### src/rtl/bsr_chain_router.sv
// Scan-in router: steers TDI and DR strobes to one of CHAIN_NUM boundary-scan chains; owns the chain-select register.
// Latency: per-chain outputs are combinational from the registered sel; a new sel is visible one TCK after update_dr.
// Backpressure: none; the TAP paces every transfer and each strobe is acted on in the TCK cycle it is presented.
//
// Ports:
//   tck, trst_n           JTAG test clock (rising edge) and asynchronous active-low test reset
//   tdi                   serial test data in
//   capture_dr/shift_dr/update_dr   TAP DR state levels
//   sel_dr_en             CHAIN_SELECT instruction active (select register owns the DR path)
//   bsr_dr_en             boundary-scan instruction active (route to the selected chain)
//   sel_so                select shift register serial out, to the TDO mux
//   sel                   active chain index, to the scan-out mux
//   sel_err               last select update was rejected
//   bsr_si/bsr_shift_en/bsr_capture_en/bsr_update_en   per-chain serial in and enables
module bsr_chain_router #(
    parameter int CHAIN_NUM = 2,
    parameter int SEL_WIDTH = (CHAIN_NUM > 1) ? $clog2(CHAIN_NUM) : 1
) (
    input  logic                 tck,
    input  logic                 trst_n,
    input  logic                 tdi,
    input  logic                 capture_dr,
    input  logic                 shift_dr,
    input  logic                 update_dr,
    input  logic                 sel_dr_en,
    input  logic                 bsr_dr_en,
    output logic                 sel_so,
    output logic [SEL_WIDTH-1:0] sel,
    output logic                 sel_err,
    output logic [CHAIN_NUM-1:0] bsr_si,
    output logic [CHAIN_NUM-1:0] bsr_shift_en,
    output logic [CHAIN_NUM-1:0] bsr_capture_en,
    output logic [CHAIN_NUM-1:0] bsr_update_en
);

    // The bit counter must be able to reach SEL_WIDTH+1 so that an over-long
    // shift stays distinguishable from an exact-length one.
    localparam int                    CNT_WIDTH = $clog2(SEL_WIDTH + 2);
    localparam logic [CNT_WIDTH-1:0]  CNT_FULL  = CNT_WIDTH'(SEL_WIDTH);
    localparam logic [CNT_WIDTH-1:0]  CNT_SAT   = CNT_WIDTH'(SEL_WIDTH + 1);
    // One extra bit so CHAIN_NUM == 2**SEL_WIDTH is representable.
    localparam logic [SEL_WIDTH:0]    SEL_LIMIT = (SEL_WIDTH + 1)'(CHAIN_NUM);

    logic [SEL_WIDTH-1:0] sr;
    logic [CNT_WIDTH-1:0] cnt;
    logic [SEL_WIDTH-1:0] sr_shift;
    logic                 cap_s;
    logic                 sh_s;
    logic                 up_s;
    logic                 upd_ok;
    logic                 route_en;

    // A conforming TAP never raises two strobes together; if it does,
    // capture wins over shift, and shift wins over update.
    assign cap_s = capture_dr;
    assign sh_s  = shift_dr & ~capture_dr;
    assign up_s  = update_dr & ~capture_dr & ~shift_dr;

    // LSB leaves first, TDI enters at the MSB. Written as shifts so the
    // single-bit case needs no special handling.
    assign sr_shift = (sr >> 1) | (SEL_WIDTH'(tdi) << (SEL_WIDTH - 1));

    // Only an exact-length load of an existing chain index is accepted.
    assign upd_ok = (cnt == CNT_FULL) && ({1'b0, sr} < SEL_LIMIT);

    always_ff @(posedge tck or negedge trst_n) begin
        if (!trst_n) begin
            sel     <= '0;
            sr      <= '0;
            cnt     <= '0;
            sel_err <= 1'b0;
        end else if (sel_dr_en) begin
            if (cap_s) begin
                sr  <= sel;
                cnt <= '0;
            end else if (sh_s) begin
                sr <= sr_shift;
                if (cnt != CNT_SAT) begin
                    cnt <= cnt + 1'b1;
                end
            end else if (up_s) begin
                if (upd_ok) begin
                    sel     <= sr;
                    sel_err <= 1'b0;
                end else begin
                    sel_err <= 1'b1;
                end
            end
        end
    end

    assign sel_so = sel_dr_en & sr[0];

    // The select instruction owns the DR path, so it silences every chain.
    assign route_en = bsr_dr_en & ~sel_dr_en;

    // Decode from registered sel and TAP levels only: no glitches from
    // in-flight select shifting reach the chains.
    always_comb begin
        bsr_si         = '0;
        bsr_shift_en   = '0;
        bsr_capture_en = '0;
        bsr_update_en  = '0;
        if (route_en) begin
            for (int i = 0; i < CHAIN_NUM; i++) begin
                if (sel == SEL_WIDTH'(i)) begin
                    bsr_si[i]         = tdi;
                    bsr_shift_en[i]   = sh_s;
                    bsr_capture_en[i] = cap_s;
                    bsr_update_en[i]  = up_s;
                end
            end
        end
    end

endmodule

### config.mk
export PLATFORM = sky130hd
export DESIGN_NAME = bsr_chain_router
export DESIGN_NICKNAME = d
export VERILOG_FILES = /design/src/rtl/bsr_chain_router.sv
export SDC_FILE = /design/constraint.sdc
export NUM_CORES = 1
export LEC_CHECK = 0
export BUFFER_PORTS_ARGS = -buffer_cell sky130_fd_sc_hd__buf_4
export CAP_MARGIN = 30
export CELL_PAD_IN_SITES_DETAIL_PLACEMENT = 1
export CELL_PAD_IN_SITES_GLOBAL_PLACEMENT = 2
export CORE_MARGIN = 2
export CORE_UTILIZATION = 21
export CTS_BUF_LIST = sky130_fd_sc_hd__clkbuf_8
export DETAILED_ROUTE_END_ITERATION = 8
export GPL_TIMING_DRIVEN = 0
export HOLD_SLACK_MARGIN = 0.08
export PLACE_DENSITY = 0.81
export SLEW_MARGIN = 20
export SYNTH_ARGS = -nofsm -noshare
export SYNTH_HDL_FRONTEND = slang
export SYNTH_SLANG_ARGS = --single-unit
export TNS_END_PERCENT = 1
### constraint.sdc
create_clock -name tck -period 1.1 [get_ports tck]
set_input_delay 0.055 -clock tck [delete_from_list [all_inputs] [get_ports tck]]
set_output_delay 0.055 -clock tck [all_outputs]
set_load 0.02 [all_outputs]
==> metrics.md, run 1 <==
| Metric | Value |
|---|---|
| Status | `complete, but fails checks` |
| Failing checks | `setup timing` |
| Initial antenna violation count | `0` |
| CTS buffer count | `3` |
| Clock latency on the worst-skew pair | `220 ps` |
| Layout Cells excl Fill | `85` |
| # DRC | `0` |
| Crit Path Max Fanout | `4` |
| Setup violators final | `11` |
| Max-Cap Viols | `0` |
| CP Class | `reg2out` |
| Clk sink count | `5` |
| Worst Setup End Kind | `output port` |
| Syn_area_per_cell | `8.36 sq um` |
| Worst slew pin tran | `222 ps` |
| Crit path launch type | `register` |
| Crit-path max cell delay | `450 ps` |
| Largest net degree at the start of global routing | `11` |
| Yosys reg bits | `5` |
| Commonest non-fill, non-tap cell in the layout | `buf_4` |
| Post-DR vias/cell | `4.59` |
| Starting Density | `21.8%` |
| Core Area | `0.00169 sq mm` |
| Pwr dens | `1540 mW/mm^2` |
| Cells after Synth | `44` |
| Synthesis-to-finish area growth | `73.8%` |
| Synth unique cells | `19` |
| Die Width | `45.9 microns` |
| H-tree lvl count | `1` |
| Most frequent cells in the layout | `15 x buf_4, 7 x inv_1, 5 x buf_6, 5 x nor2_1` |
| Die Ht | `45.9 microns` |
| Dpl cells | `79` |
| CTS tree | `built` |
| Final wirelength | `1010 microns` |
| Critical path's slowest cell | `or3b_4` |
| Final-stage net count | `79` |
| Vias in the first global route | `382` |
| Slew margin rel. | `85.2%` |
| Number of port buffers | `18` |
| All-Layer GR Usage | `11.7%` |
| Worst hold path class | `in2reg` |
| CP bufs+invs | `1` |
| CP delay by family, top | `simple AND/OR/NAND/NOR gates` |
| Leak | `0.312 nW` |
| Clock Skews | `0.765 ps` |
| Routed vias | `390` |
| CP required | `1040 ps` |
| Row count | `15` |
| Mean routed wirelength per cell | `11.9 microns` |
| Post-Syn Nets | `54` |
| Yosys warning count | `0` |
| Register area share after synthesis | `34.0%` |
| Clk root buf | `clkbuf_8` |
| GP Congestion | `0.686` |
| Io pins | `19` |
| HPWL Detailed | `766 microns` |
| Gr ovfl total | `0` |
| Clock slew at reported path FFs | `30 ps` |
| Violation count after the first detailed-route iteration | `3` |
| Die Area | `0.00210 sq mm` |
| Final Hold Viols | `0` |
| N_diodes | `0` |
| Final ANT Viol Nets | `0` |
| Post-layout power | `0.987 mW` |
| Max Fclk | `743 MHz` |
| Critical-path cell list | `or3b_4, nor2_4, buf_6` |
| Max Buffers Root-to-Sink | `2` |
| Worst vdd ir | `0.846 mV` |
| Final period util | `122%` |
| Global-route wire length before repair | `1660 microns` |
| Netlist Area Pre-Place | `368 sq um` |
| Dpl ws | `-179 ps` |
| Filler Cells Inserted | `201` |
| CP arrival | `1290 ps` |
| Worst Setup Slack, final | `-247 ps` |
| Pins Over Slew Limit | `0` |
| Proportion of layout cells with a drive suffix above 1 | `48.5%` |
| Min Tclk post-route | `1350 ps` |
| RSZ-0062 raised after global routing | `yes` |
| Initial DRT Pass Iterations | `3` |
==> path summary, 6_finish.rpt <==
check	from	to	slack, ps	cells past startpoint
setup reg to reg	cnt[0]	cnt[1]	-160	5
max in group asynchronous	trst_n	sel	780	2
hold reg to reg	sel_err	sel_err	530	2
min in group asynchronous	trst_n	cnt[1]	200	2
setup / recovery	sel	bsr_shift_en[0]	-250	3
hold / removal	capture_dr	cnt[1]	90	2
==> cell usage after synthesis <==
| master | instances | share of area, % |
|---|---|---|
| and2b_1 | 1 | 2.0 |
| inv_1 | 6 | 6.1 |
| or3b_2 | 1 | 2.4 |
| dfrtp_1 | 5 | 34 |
| a21oi_1 | 1 | 1.4 |
| mux2_4 | 1 | 4.1 |
| and2_1 | 1 | 1.7 |
| buf_6 | 1 | 3.1 |
| o21ai_0 | 2 | 2.7 |
| ha_1 | 2 | 6.8 |
| mux2i_1 | 2 | 5.4 |
| nand3b_1 | 2 | 4.1 |
| a32o_1 | 1 | 2.7 |
| nand3_1 | 2 | 2.7 |
| nor3b_2 | 1 | 3.4 |
| o22ai_1 | 2 | 3.4 |
| nand2_1 | 3 | 3.1 |
| nor2_1 | 9 | 9.2 |
| nor2b_1 | 1 | 1.7 |
==> area by class of cell <==
cell class	instances	area (sq um)	share of cell area, %
Clock inverter	1	3.75	0.587
Buffer	1	11.3	1.76
Timing Repair Buffer	20	168	26.2
Inverter	6	22.5	3.52
Multi-Input combinational cell	32	245	38.4
Sequential cell	5	126	19.8
Clock buffer	3	41.3	6.46
Tap cell	17	21.3	3.33
==> repair_timing <==
item,in CTS,in global routing
endpoints found under the hold margin,5,0
endpoints found under the setup margin,11,11
gates resized for setup,5,0
hold buffers,1,0
setup buffers,1,0
pin swaps,2,2
==> metal layers <==
| layer | GRT usage [%] | up-vias | wire length [microns] | part of all wire [%] |
|---|---|---|---|---|
| li1 | - | 192 | - | - |
| met1 | 15.6 | 184 | 465 | 46 |
| met2 | 15.6 | 10 | 487 | 48 |
| met3 | 2.38 | 4 | 27 | 2.7 |
| met4 | 10.3 | 0 | 31 | 3.1 |
| met5 | 0 | - | 0 | 0 |
==> through the flow <==
step	TNS [ps]	hold slack, ps	util (%)	cell area [sq um]
6_report	-1760	87.9	37.9	639
5_1_grt	-2300	95.7	37.9	639
4_1_cts	-1890	82.2	37.9	639
3_5_place_dp	-654	-143	33.2	561
3_3_place_gp	-538	-143	33.2	561
2_1_floorplan	-171	-241	-	404
==> registers in the layout, summed over array words and instances, names as in the netlist <==
name / flops
cnt: 2
sr: 1
sel_err: 1
sel: 1
==> logic make-up (layout without fill, tap and decap cells) <==
kind of cell | count (synthesis) | after routing | synth area share (%)
AO/OA/AOI/OAI | 6 | 6 | 10.2
adder cells (fa/ha/maj) | 2 | 2 | 6.80
buffers and inverters | 7 | 31 | 9.18
flip-flops | 5 | 5 | 34.0
multiplexers | 3 | 3 | 9.52
AND/OR/NAND/NOR | 21 | 21 | 30.3
==> power breakdown <==
part	leakage, nW	internal (mW)	total, mW	switching, mW
registers	0.0598	0.237	0.280	0.0429
logic	0.225	0.189	0.384	0.196
clock network	0.0269	0.239	0.322	0.0835
Power figures use the tool's default switching activity.
==> inputs of run 2 (changes only) <==
--- a/config.mk
+++ b/config.mk
@@ -20,4 +20,4 @@
 export SYNTH_ARGS = -nofsm -noshare
 export SYNTH_HDL_FRONTEND = slang
 export SYNTH_SLANG_ARGS = --single-unit
-export TNS_END_PERCENT = 1
+export TNS_END_PERCENT = 100
==> constraint.sdc (replaced) <==
create_clock -name tck -period 1.1 [get_ports tck]
set_input_delay 0.11 -clock tck [delete_from_list [all_inputs] [get_ports tck]]
set_output_delay 0.11 -clock tck [all_outputs]
set_load 0.02 [all_outputs]
==> run 2 against run 1 <==
The flow still finishes with violations (setup timing). Via count is 5.6% higher. Fmax decreased by 4.2%. Worst hold slack improved by 65 ps. Clock skew is 1.1 ps higher. Sequential share of layout area fell by 1.7 points. Combinational power increased by 31%. Wire length increased by 9.9%. Worst setup slack got worse by 58 ps. Critical path depth is the same. Critical path type unchanged. Critical endpoint unchanged. Largest cell class unchanged. Highest routed layer is now met3.
==> metrics.md, run 2 (synthesized netlist as in run 1, its figures left out) <==
| Metric | Value |
|---|---|
| Status | `complete, but fails checks` |
| Failing checks | `setup timing` |
| Pins Over Slew Limit | `0` |
| Slew margin rel. | `85.6%` |
| Global-route wire length before repair | `1750 microns` |
| Io pins | `19` |
| Clock Skews | `1.82 ps` |
| Initial DRT Pass Iterations | `2` |
| All-Layer GR Usage | `12.0%` |
| Core Area | `0.00169 sq mm` |
| RSZ-0062 raised after global routing | `yes` |
| Clock latency on the worst-skew pair | `220 ps` |
| R2R Setup Slk | `-160 ps` |
| Worst slew pin tran | `215 ps` |
| Post-DR vias/cell | `4.58` |
| Final Hold Viols | `0` |
| Mean routed wirelength per cell | `12.3 microns` |
| Leak | `0.337 nW` |
| Largest net degree at the start of global routing | `11` |
| Die Area | `0.00210 sq mm` |
| R2R cell count | `5` |
| Clk sink count | `5` |
| Max Fclk | `712 MHz` |
| Row count | `15` |
| Routed vias | `412` |
| Finished Cell Area | `706 sq um` |
| Synthesis-to-finish area growth | `91.8%` |
| Commonest non-fill, non-tap cell in the layout | `buf_4` |
| Number of flip-flops in the largest register | `2` |
| H-tree lvl count | `1` |
| Worst hold path stage count | `2` |
| Crit Path Max Fanout | `4` |
| Post-place instance area | `561 sq um` |
| # DRC | `0` |
| Reg-to-Reg End | `cnt[1]` |
| Final-stage net count | `84` |
| Clock slew at reported path FFs | `30 ps` |
| Max Buffers Root-to-Sink | `2` |
| WHS Endpoint | `cnt[1]` |
| Clk root buf | `clkbuf_8` |
| Post-layout power | `1.10 mW` |
| GP Congestion | `0.600` |
| Final setup TNS | `-2160 ps` |
| Worst Setup End Kind | `output port` |
| Min Tclk post-route | `1410 ps` |
| CP required | `990 ps` |
| Most flops, register | `cnt` |
| Proportion of layout cells with a drive suffix above 1 | `60.3%` |
| Reg2reg start | `cnt[0]` |
| Hold_sp | `capture_dr` |
| Pwr dens | `1560 mW/mm^2` |
| Crit path launch type | `register` |
| Die Width | `45.9 microns` |
| Final wirelength | `1110 microns` |
| Worst vdd ir | `1.09 mV` |
| Vias in the first global route | `376` |
| Worst hold path class | `in2reg` |
| WHS | `153 ps` |
| HPWL Detailed | `788 microns` |
| N_diodes | `0` |
| Final period util | `128%` |
| Setup violators final | `11` |
| Die Ht | `45.9 microns` |
| Max-Cap Viols | `0` |
| Initial antenna violation count | `0` |
| CP Class | `reg2out` |
| Starting Density | `21.8%` |
| Violation count after the first detailed-route iteration | `1` |
| CTS buffer count | `3` |
| CTS tree | `built` |
| CP arrival | `1300 ps` |
| Most frequent cells in the layout | `19 x buf_4, 6 x buf_6, 5 x inv_1, 5 x nor2_1, 4 x nor2_4` |
| Number of port buffers | `18` |
| Final ANT Viol Nets | `0` |
| Worst Setup Slack, final | `-305 ps` |
| Gr ovfl total | `0` |
[run 2: final cells by class]
cell class	count	area [sq um]
clock inverter	1	3.75
buffer	1	11.3
clock buffer	3	41.3
inverter	6	25.0
tap	17	21.3
sequential	5	128
multi-input combinational	32	267
fill	194	983
timing repair buffer	25	209
[run 2: metal layers]
metal	share of wire [%]	up-vias	track usage, %
met5	0	-	0
met4	0	0	6.86
met3	2.3	0	2.38
met2	53	10	17.8
met1	45	198	16.0
li1	-	204	-
[run 2: worst max path at each step]
| stage | from | endpoint |
|---|---|---|
| floorplan | sel | bsr_capture_en[0] |
| global placement | cnt[0] | cnt[1] |
| CTS | sel | bsr_shift_en[0] |
| detailed placement | cnt[0] | cnt[1] |
| finish | sel | bsr_shift_en[0] |
| global route | sel | bsr_shift_en[0] |
[run 2: power breakdown]
group          leakage, nW  internal [mW]  switching, mW
Combinational        0.252          0.264          0.237
Sequential          0.0584          0.239         0.0447
Clock               0.0269          0.238         0.0806
[run 2: worst max-delay path, cell delays in order, from the launching register on]
cell and delay, ps:
dfrtp_2 400, or3b_4 450, nor2_4 110, buf_6 120
[run 2: what timing repair did]
item / in CTS / in global routing
setup endpoints to repair: 11 / 11
hold buffers: 1 / 0
gates resized for setup: 9 / 5
setup buffers: 3 / 3
hold endpoints to repair: 5 / 0
pin swaps: 2 / 4
gates cloned: 0 / 0
[run 2: stage by stage]
stage	utilization, %	std cells	worst slack, ps
6_report	41.8	90	-305
4_1_cts	39.8	87	-335
3_3_place_gp	33.2	79	-145
5_1_grt	41.8	90	-343
3_5_place_dp	33.2	79	-194
2_1_floorplan	-	44	-68.5
==> inputs of run 3 (changes only) <==
--- a/config.mk
+++ b/config.mk
@@ -9,6 +9,7 @@
 export CAP_MARGIN = 30
 export CELL_PAD_IN_SITES_DETAIL_PLACEMENT = 1
 export CELL_PAD_IN_SITES_GLOBAL_PLACEMENT = 2
+export CORE_ASPECT_RATIO = 0.75
 export CORE_MARGIN = 2
 export CORE_UTILIZATION = 21
 export CTS_BUF_LIST = sky130_fd_sc_hd__clkbuf_8
==> run 3 against run 2 <==
The flow still finishes with violations (setup timing). Core utilization down 0.14 points. Sequential share of layout area about the same. Die area up 0.15%. Highest routed layer unchanged. Wire length down 7.7%. Via count down 5.1%. Worst hold slack worse by 6.1 ps. Global-route usage down 1.3 points. Sequential power down 1%. Total power down 2.7%. Sequential cell count unchanged. Final cell count up 4.4%. Clock power about the same.
==> metrics.md, run 3 (synthesized netlist as in run 1, its figures left out) <==
| Metric | Value |
|---|---|
| RSZ-0062 raised after global routing | `yes` |
| Worst Setup Slack, final | `-303 ps` |
| Slew margin rel. | `86.4%` |
| WHS Endpoint | `cnt[1]` |
| Final period util | `128%` |
| Most frequent cells in the layout | `18 x buf_4, 6 x inv_1, 6 x buf_6` |
| Leak | `0.334 nW` |
| Final Hold Viols | `0` |
| GP Congestion | `0.669` |
| CTS buffer count | `3` |
| Worst hold path stage count | `2` |
| Number of flip-flops in the largest register | `2` |
| Initial DRT Pass Iterations | `2` |
| Number of port buffers | `18` |
| Io pins | `19` |
| Proportion of layout cells with a drive suffix above 1 | `58.3%` |
| Routed vias | `391` |
| Reg-to-Reg End | `cnt[1]` |
| Setup violators final | `11` |
| Max Fclk | `713 MHz` |
| Largest net degree at the start of global routing | `11` |
| Global-route wire length before repair | `1590 microns` |
| Max Buffers Root-to-Sink | `2` |
| Finished Cell Area | `704 sq um` |
| CP required | `990 ps` |
| R2R Setup Slk | `-120 ps` |
| Min Tclk post-route | `1400 ps` |
| WHS | `147 ps` |
| Clock Skews | `0.881 ps` |
| Clk root buf | `clkbuf_8` |
| Worst slew pin tran | `203 ps` |
| Crit. Startpoint | `sel` |
| Final setup TNS | `-2110 ps` |
| Synthesis-to-finish area growth | `91.5%` |
| Worst vdd ir | `0.969 mV` |
| Final wirelength | `1030 microns` |
| Row count | `13` |
| Clk sink count | `5` |
| CTS tree | `built` |
| Die Area | `0.00211 sq mm` |
| Clock slew at reported path FFs | `30 ps` |
| CP Class | `reg2out` |
| Violation count after the first detailed-route iteration | `1` |
| CP arrival | `1290 ps` |
| Most flops, register | `cnt` |
| Final ANT Viol Nets | `0` |
| Die Ht | `40.2 microns` |
| Dpl cells | `84` |
| Clock latency on the worst-skew pair | `220 ps` |
| Post-layout power | `1.07 mW` |
| Layout Cells excl Fill | `94` |
| Crit Path Max Fanout | `4` |
| Commonest non-fill, non-tap cell in the layout | `buf_4` |
| All-Layer GR Usage | `10.7%` |
| Pwr dens | `1520 mW/mm^2` |
| Reg2reg start | `cnt[1]` |
| Core Util, Final | `41.6%` |
| Max-Cap Viols | `0` |
| Status | `complete, but fails checks` |
| Core Area | `0.00169 sq mm` |
| Failing checks | `setup timing` |
| Initial antenna violation count | `0` |
| Vias in the first global route | `370` |
| H-tree lvl count | `1` |
| Die Width | `52.3 microns` |
| Post-DR vias/cell | `4.16` |
| HPWL Detailed | `778 microns` |
| Worst hold path class | `in2reg` |
| Dpl ws | `-154 ps` |
| Hold_sp | `capture_dr` |
| Worst Setup End Kind | `output port` |
| N_diodes | `0` |
| Mean routed wirelength per cell | `10.9 microns` |
| Final-stage net count | `83` |
| Crit path launch type | `register` |
| R2R cell count | `4` |
| Starting Density | `21.7%` |
| # DRC | `0` |
| Post-place instance area | `567 sq um` |
| Gr ovfl total | `0` |
| Pins Over Slew Limit | `0` |
-- run 3: power by group --
group / internal [mW] / leakage [nW] / switching, mW / total, mW
Sequential: 0.239 / 0.0584 / 0.0406 / 0.279
Clock: 0.238 / 0.0269 / 0.0795 / 0.318
Combinational: 0.249 / 0.248 / 0.228 / 0.477
Total: 0.726 / 0.334 / 0.348 / 1.07
-- run 3: cell type report --
class	instances	area, sq um
clock buffer	3	41.3
sequential	5	128
multi-input combinational	32	267
fill	206	987
clock inverter	1	3.75
tap	22	27.5
inverter	6	25.0
timing repair buffer	24	201
buffer	1	11.3
-- run 3: critical path: stages (launching register included) --
cell     delay (ps)
dfrtp_2         400
or3b_4          450
nor2_4          110
buf_6           120
-- run 3: worst max-delay path by stage --
| stage | endpoint | slack (ps) | cells past startpoint |
|---|---|---|---|
| 3_3_place_gp | cnt[1] | -160 | 5 |
| 6_report | bsr_shift_en[0] | -300 | 3 |
| 5_1_grt | bsr_shift_en[0] | -340 | 3 |
| 3_5_place_dp | cnt[1] | -150 | 5 |
| 4_1_cts | bsr_shift_en[0] | -330 | 3 |
| 2_1_floorplan | bsr_capture_en[0] | -70 | 2 |
-- run 3: repair_timing --
| item | CTS | global route |
|---|---|---|
| hold buffers | 1 | 0 |
| gates cloned | 0 | 0 |
| gates resized for setup | 9 | 4 |
| pin swaps | 3 | 3 |
| hold endpoints to repair | 5 | 0 |
| buffers inserted | 3 | 2 |
| setup endpoints to repair | 11 | 11 |
-- run 3: routing by layer --
metal	GRT usage, %	wire length, microns	part of all wire, %	vias to the layer above
met2	17.5	497	48	8
met3	1.49	39	3.8	0
met1	14.0	488	48	181
met5	0	0	0	-
li1	-	-	-	202
met4	5.77	0	0	0
